### src/rtl/dnn_pkg.sv
// Shared widths and the packed activation vector type for the DNN datapath.
package dnn_pkg;
  localparam int MAC_W     = 17;
  localparam int ACT_W     = 7;
  localparam int ACT_SHIFT = 6;
  localparam int ACT_MAX   = (1 << (ACT_W - 1)) - 1;
  localparam int LANES     = 4;

  typedef logic [LANES-1:0][ACT_W-1:0] act_vec_t;
endpackage

### src/rtl/dnn_relu_quant.sv
// One activation lane: ReLU, arithmetic right shift, saturate to the positive range of OUT_W.
module dnn_relu_quant #(
  parameter int IN_W  = 17,
  parameter int OUT_W = 7,
  parameter int SH    = 6
) (
  input  logic signed [IN_W-1:0]  din,
  output logic        [OUT_W-1:0] dout
);
  localparam logic [IN_W-1:0] MAX_Q = IN_W'((1 << (OUT_W - 1)) - 1);

  logic [IN_W-1:0] r;
  logic [IN_W-1:0] q;

  always_comb begin
    r = '0;
    if (!din[IN_W-1]) r = din;
    // r is non-negative, so a logical shift truncates toward zero
    q = r >> SH;
    dout = (q > MAX_Q) ? MAX_Q[OUT_W-1:0] : q[OUT_W-1:0];
  end
endmodule

### src/rtl/dnn_act_stage.sv
// Activation stage: captures MAC results, applies ReLU/requantization and buffers vectors in a
// small FIFO feeding the next layer; vectors arriving while full are dropped and flagged.
module dnn_act_stage
  import dnn_pkg::*;
#(
  parameter int IN_SIZE  = MAC_W,
  parameter int OUT_SIZE = ACT_W,
  parameter int SHIFT    = ACT_SHIFT,
  parameter int DEPTH    = 4
) (
  input  logic                       clk,
  input  logic                       rst,
  input  logic                       mac_ready,
  input  logic signed [IN_SIZE-1:0]  in4,
  input  logic signed [IN_SIZE-1:0]  in5,
  input  logic signed [IN_SIZE-1:0]  in6,
  input  logic signed [IN_SIZE-1:0]  in7,
  input  logic                       out_ready,
  input  logic                       clr_ovf,
  output logic signed [OUT_SIZE-1:0] y0,
  output logic signed [OUT_SIZE-1:0] y1,
  output logic signed [OUT_SIZE-1:0] y2,
  output logic signed [OUT_SIZE-1:0] y3,
  output logic                       out_valid,
  output logic                       overflow,
  output logic [$clog2(DEPTH):0]     level
);
  localparam int PW = $clog2(DEPTH);
  localparam int LW = PW + 1;
  localparam logic [LW-1:0] DEPTH_L = LW'(DEPTH);

  logic signed [IN_SIZE-1:0] lane_in [LANES];
  act_vec_t                  lane_q;
  act_vec_t                  s1_data_reg;
  logic                      s1_valid_reg;
  act_vec_t                  mem [DEPTH];
  act_vec_t                  head;
  logic [PW-1:0]             wr_ptr_reg;
  logic [PW-1:0]             rd_ptr_reg;
  logic [LW-1:0]             level_reg;
  logic                      overflow_reg;
  logic                      pop;
  logic                      push;
  logic                      drop;

  assign lane_in[0] = in4;
  assign lane_in[1] = in5;
  assign lane_in[2] = in6;
  assign lane_in[3] = in7;

  generate
    for (genvar gi = 0; gi < LANES; gi++) begin : g_lane
      dnn_relu_quant #(
        .IN_W (IN_SIZE),
        .OUT_W(OUT_SIZE),
        .SH   (SHIFT)
      ) u_lane (
        .din (lane_in[gi]),
        .dout(lane_q[gi])
      );
    end
  endgenerate

  // out_valid derives only from the registered level, never from out_ready
  assign out_valid = (level_reg != '0);
  assign pop       = out_valid && out_ready;
  // a full FIFO still accepts a vector when the head leaves on the same edge
  assign push      = s1_valid_reg && ((level_reg < DEPTH_L) || pop);
  assign drop      = s1_valid_reg && !push;

  always_ff @(posedge clk or posedge rst) begin
    if (rst) begin
      s1_valid_reg <= 1'b0;
      s1_data_reg  <= '0;
      wr_ptr_reg   <= '0;
      rd_ptr_reg   <= '0;
      level_reg    <= '0;
      overflow_reg <= 1'b0;
    end else begin
      s1_valid_reg <= mac_ready;
      if (mac_ready) s1_data_reg <= lane_q;
      if (push) wr_ptr_reg <= wr_ptr_reg + PW'(1);
      if (pop)  rd_ptr_reg <= rd_ptr_reg + PW'(1);
      level_reg <= level_reg + LW'(push) - LW'(pop);
      if (drop)         overflow_reg <= 1'b1;
      else if (clr_ovf) overflow_reg <= 1'b0;
    end
  end

  // Storage has no reset; stale entries are hidden by the out_valid gating below.
  always_ff @(posedge clk) begin
    if (push) mem[wr_ptr_reg] <= s1_data_reg;
  end

  assign head     = mem[rd_ptr_reg];
  assign y0       = out_valid ? head[0] : '0;
  assign y1       = out_valid ? head[1] : '0;
  assign y2       = out_valid ? head[2] : '0;
  assign y3       = out_valid ? head[3] : '0;
  assign overflow = overflow_reg;
  assign level    = level_reg;
endmodule

### config.mk
export PLATFORM = sky130hd
export DESIGN_NAME = dnn_act_stage
export DESIGN_NICKNAME = d
export VERILOG_FILES = /design/src/rtl/dnn_pkg.sv /design/src/rtl/dnn_relu_quant.sv /design/src/rtl/dnn_act_stage.sv
export SDC_FILE = /design/constraint.sdc
export NUM_CORES = 1
export LEC_CHECK = 0
export CORE_MARGIN = 4
export CORE_UTILIZATION = 47
export CTS_CLUSTER_DIAMETER = 120
export DETAILED_ROUTE_END_ITERATION = 12
export GPL_TIMING_DRIVEN = 0
export PLACE_DENSITY = 0.76
export SYNTH_ARGS = -nofsm -noshare
export SYNTH_HDL_FRONTEND = slang
export SYNTH_SLANG_ARGS = --single-unit
### constraint.sdc
create_clock -name clk -period 2.32 [get_ports clk]
set_input_delay 0.464 -clock clk [delete_from_list [all_inputs] [get_ports clk]]
set_output_delay 0.464 -clock clk [all_outputs]
set_load 0.01 [all_outputs]
# After elaboration in Yosys (flattened, before gate mapping)
# Memories as Yosys holds them, arrays and structs flattened.
# Index checks and enable logic that the tools add are counted.
# classes
div	0
order_cmp	5
shift	0
mux	16
eq_ne	0
n_bitwise	0
reduce_logical	7
n_addsub	4
mul	0
# ops
operator	n
$mux 16	4
$mux 7	8
$gt 11x6->1 const B	4
$add 2x1->2 const B	2
$mux 1	4
$add 3x1->3	1
$logic_and 1x1->1	3
$lt 3x3->1 const B	1
$reduce_bool 3->1	1
$sub 3x1->3	1
$reduce_bool 2->1	1
$logic_not 1->1	1
$logic_or 1x1->1	1
# totals
mem_bits_ro	0
wordCells	42
ramBits	112
ff_bits	37
output_inout_bits	33
input_bits	73
latchBits	0
memories	1
# memory_table
name	words	word_bits	rd	rd_clocked_by_memory_dff	write_ports	line	text
mem	4	28	1	0	1	dnn_act_stage.sv:36	act_vec_t mem [DEPTH];

# Depth between registers and ports, before layout
# Gate-level depths: netlist of run 1.
# depth
depth_word	7
mapped_depth	10
mapped_depth_nobuf	10

# Cells and area by module
# From an unflattened synthesis of run 1, not the netlist that was laid out.
# unflattened
hier_cells	338
hier_area_um2	6077.1
# by_module_without_submodules
mod	seq_area_each_um2	cells_each	area_per_inst_um2	n_inst
dnn_act_stage	4289.1	278	5736.8	1
dnn_relu_quant	0.0	15	85.1	4

# Worst setup path before layout of run 1
# Ideal clock, no wire load.
# synth_path
path_kind	register to register
from	reg level_reg[1], in the netlist level[1]
to	reg level_reg[2], in the netlist level[2]
path_stages_with_launch	10
period_less_slack_ns	2.260
t_required_ns	2.194
slack_ns	0.060
arrival_time_ns	2.134
setup_time_ns	0.126
n_path_buf	0
path_cell_list	dfrtp_1 > or3_4 > and2_1 > ha_1 > inv_1 > ha_1 > inv_1 > fa_1 > xnor2_1 > xnor2_1
# synth_via
elab_chain_len	6
word_cells_on_any_way	7
classes_between	2 x add/sub; 1 x order compare; 4 x reduce/logical
# synth_lines
element	line	text
start: declaration	dnn_act_stage.sv:40	logic [LW-1:0] level_reg;
start signal: assignment	dnn_act_stage.sv:84	level_reg <= level_reg + LW'(push) - LW'(pop);
$reduce_bool 3->1 *	dnn_act_stage.sv:65	assign out_valid = (level_reg != '0);
$logic_and 1x1->1 *	dnn_act_stage.sv:66	assign pop = out_valid && out_ready;
via pop	dnn_act_stage.sv:42	logic pop;
$logic_or 1x1->1	dnn_act_stage.sv:68	assign push = s1_valid_reg && ((level_reg < DEPTH_L) || pop);
$logic_and 1x1->1	dnn_act_stage.sv:68	
$add 3x1->3	dnn_act_stage.sv:84	
$sub 3x1->3 *	dnn_act_stage.sv:84	
# Mark *: on every way through the listed nets, which the timed path passes. The rest lies on a longest branch.
# A chain may end at the register's enable or synchronous reset.

# Final worst setup path of run 1
# layout_path
from	reg rd_ptr_reg[0]
to	out y1[5]
# layout_via
elab_chain_len	2
# layout_lines
element	line	text
start: declaration	dnn_act_stage.sv:39	logic [PW-1:0] rd_ptr_reg;
start signal: assignment	dnn_act_stage.sv:83	if (pop) rd_ptr_reg <= rd_ptr_reg + PW'(1);
$mem_v2 4x28	--	
$mux 7	dnn_act_stage.sv:97	assign y1 = out_valid ? head[1] : '0;
end: declaration	dnn_act_stage.sv:21	output logic signed [OUT_SIZE-1:0] y1,
# Every way passes these cells.

==> impl_metrics.toml, run 1 <==
[critical_path]
cp.arrival_ps = 1930
regToRegStartpoint = "level[1]"
cp_max_fo = 5
cp_cell_sequence = "buf_12, buf_12, buf_6, mux4_2, and2_4, buf_6"
cp_num_buf_inv = 4
cp-end-kind = "output port"
crit_path_start_kind = "flop"
cp-startpoint = "rd_ptr_reg[0]"
crit_slowest_cell = "mux4_2"
path_delay_family = "buffers and inverters"
path_class = "flop to output port"
crit_required_ps = 1860
cpPeakStageDelay_ps = 430

[die]
initial_core_util = 0.483
die_area_um2 = 14300
pin_count = 106
num_rows = 40
core_area_um2 = 12100
die-height_um = 120
die_width_um = 120

[grt]
grt_pass1_wl_mm = 19.0
grt_pass1_vias = 3428
overflow = 0
track_usage = 0.180
grt_antenna_before_repair = 0
grt_max_degree = 38

[timing]
fin_worst_skew_ps = 8.17
hold_viol = 0
layout_setup_ws_ps = -70.4
tightest_slew_ps = 863
finalSetupViolCount = 7
grt_setup_unrepaired = "yes"
slew_violations = 0
slew_headroom = 0.425
fmax_ghz = 0.418
min_period_ps = 2390
finalCritPeriodShare = 1.03

[cells_and_area]
antenna_cells = 0
fin_nets = 529
fill_cells = 850
fin_area_um2 = 7660
area_delta_synth_final_pct = 31.0
largest_reg_flops = 112
drive_above_1_share = 0.290
final_cell_mix = "edfxtp_1 (112), clkdlybuf4s50_1 (51), dfrtp_1 (35)"
final_common_cell = "edfxtp_1"

[clocking]
cts.sinks = 149
cts_buffers = 17
cts-root-buf = "clkbuf_16"
clockBufferDepth = 2
cts.clk_slew.worst_paths_ps = 50
clk_latency_ps = 420
cts_tree = "built"
cts_hold_buf = 0
h-tree-depth = 4

[logic_synthesis]
synth_top_area_share = 0.575
synth_nets = 418
syn_inst = 338
ys_seq_elements = 149
synth_cell_types = 22
synth_area_um2 = 5840
yosysSeqAreaShare = 0.734
synth.area.top_cells = "edfxtp_1 (58%), dfrtp_1 (16%), mux4_2 (11%)"
synth_top_area_cell = "edfxtp_1"
avgSynthCellArea_um2 = 17.3
ys_warn_count = 0

[min_path]
hold_path.class = "input port to flop"
hold_start = "out_ready"

[route]
drtIter0Drc = 211
via_per_inst = 5.12
antenna_left = 0
wl_per_cell_um = 19.6
drt_pre_antenna_iters = 5
num_vias = 3224
routed_wirelength_mm = 12.3
drc = 0

[pwr]
power_density_nw_per_um2 = 1250
p_leak_uw = 0.00294
peakVddDrop_mv = 0.625

[outcome]
violations = "setup timing"
status = "finished, violations left"

[placement]
dpl.hpwl_mm = 7.08
postPlaceCellArea_um2 = 6870
gp_congestion = 0.743
pre_cts_slack_ps = -443
io_buffers = 81

[flow_run]
max_cap_violations = 0
==> routing by layer <==
layer | GRT usage | share of wire | up-vias
li1 | - | - | 1482
met2 | 0.316 | 0.53 | 95
met4 | 0.0744 | 0.021 | 0
met5 | 0 | 0 | -
met3 | 0.0405 | 0.048 | 19
met1 | 0.217 | 0.40 | 1628
==> cells in the mapped netlist (all sizes together) <==
cell    instances
mux4           28
nand3           2
or3             1
edfxtp        112
xor2            1
o22ai          25
fa              1
nor2           24
nand2b          5
o21ai           1
or4             4
nor2b           4
and2           30
and3            4
dfrtp          37
inv            33
ha              6
buf             7
clkbuf          9
xnor2           4
==> kinds of logic (layout without fill, tap and decap cells) <==
family,count (synthesis),in the layout,synth area share
muxes,28,28,0.108
AOI/OAI and AO/OA,26,26,0.0276
adders and majority gates,7,7,0.0163
DFF,149,149,0.734
xor gates and xnor gates,5,5,0.00749
and+or+nand+nor,74,74,0.0702
buffers and inverters,49,173,0.0366
==> worst min-delay path: stages <==
cell,delay [ps]
dlymetal6s2s_1,160
nand3_1,110
xnor2_1,60
==> what timing repair did <==
| item | in CTS | in global routing |
|---|---|---|
| setup buffers | 8 | 2 |
| endpoints found under the setup margin | 30 | 29 |
| gates resized for setup | 142 | 29 |
| pin swaps | 10 | 10 |
| gates cloned | 2 | 0 |
==> metrics by stage <==
step	total power, uW	cells	util	hold slack (ps)	setup TNS [ps]
after floorplan	5180	338	-	469	0
after global placement	6400	587	0.567	483	-63410
after detailed placement	6460	587	0.567	497	-5370
after CTS	9430	629	0.624	509	-686
after global routing	10000	630	0.632	429	-1160
final	9560	630	0.632	425	-189
==> power breakdown <==
group / internal, uW / switching, uW / total, uW / leakage (uW)
Clock: 1820 / 977 / 2800 / 0.000294
Sequential: 3370 / 171 / 3540 / 0.00151
Combinational: 1800 / 1430 / 3220 / 0.00114
Total: 6980 / 2580 / 9560 / 0.00294
==> final timing paths <==
check	cells after the start	endpoint	slack [ps]
worst max-delay path	6	y1[5]	-70
worst min-delay path	3	rd_ptr_reg[1]	430
worst max register to register	9	level[2]	70
worst min register to register	0	mem[2][27]	510
max in group asynchronous	2	rd_ptr_reg[0]	1170
min in group asynchronous	2	s1_data_reg[22]	540
==> area by class of cell <==
type | instances | area, um^2 | share of cell area
clock inverters | 10 | 155 | 0.0203
inverters | 33 | 124 | 0.0162
plain buffers | 16 | 131 | 0.0172
well taps | 168 | 210 | 0.0275
multi-input cells | 140 | 1420 | 0.185
clock buffers | 22 | 454 | 0.0593
flip-flops and latches | 149 | 4290 | 0.560
repair buffers | 92 | 875 | 0.114
No activity file was read; power rests on OpenSTA's default activity.
==> inputs of run 2 (changes only) <==
--- a/config.mk
+++ b/config.mk
@@ -9,6 +9,7 @@
 export CORE_UTILIZATION = 47
 export CTS_CLUSTER_DIAMETER = 120
 export DETAILED_ROUTE_END_ITERATION = 12
+export GPL_ROUTABILITY_DRIVEN = 0
 export GPL_TIMING_DRIVEN = 0
 export PLACE_DENSITY = 0.76
 export SYNTH_ARGS = -nofsm -noshare
==> results of run 2 <==
Final layout, timing and power as in run 1 (identical DEF).
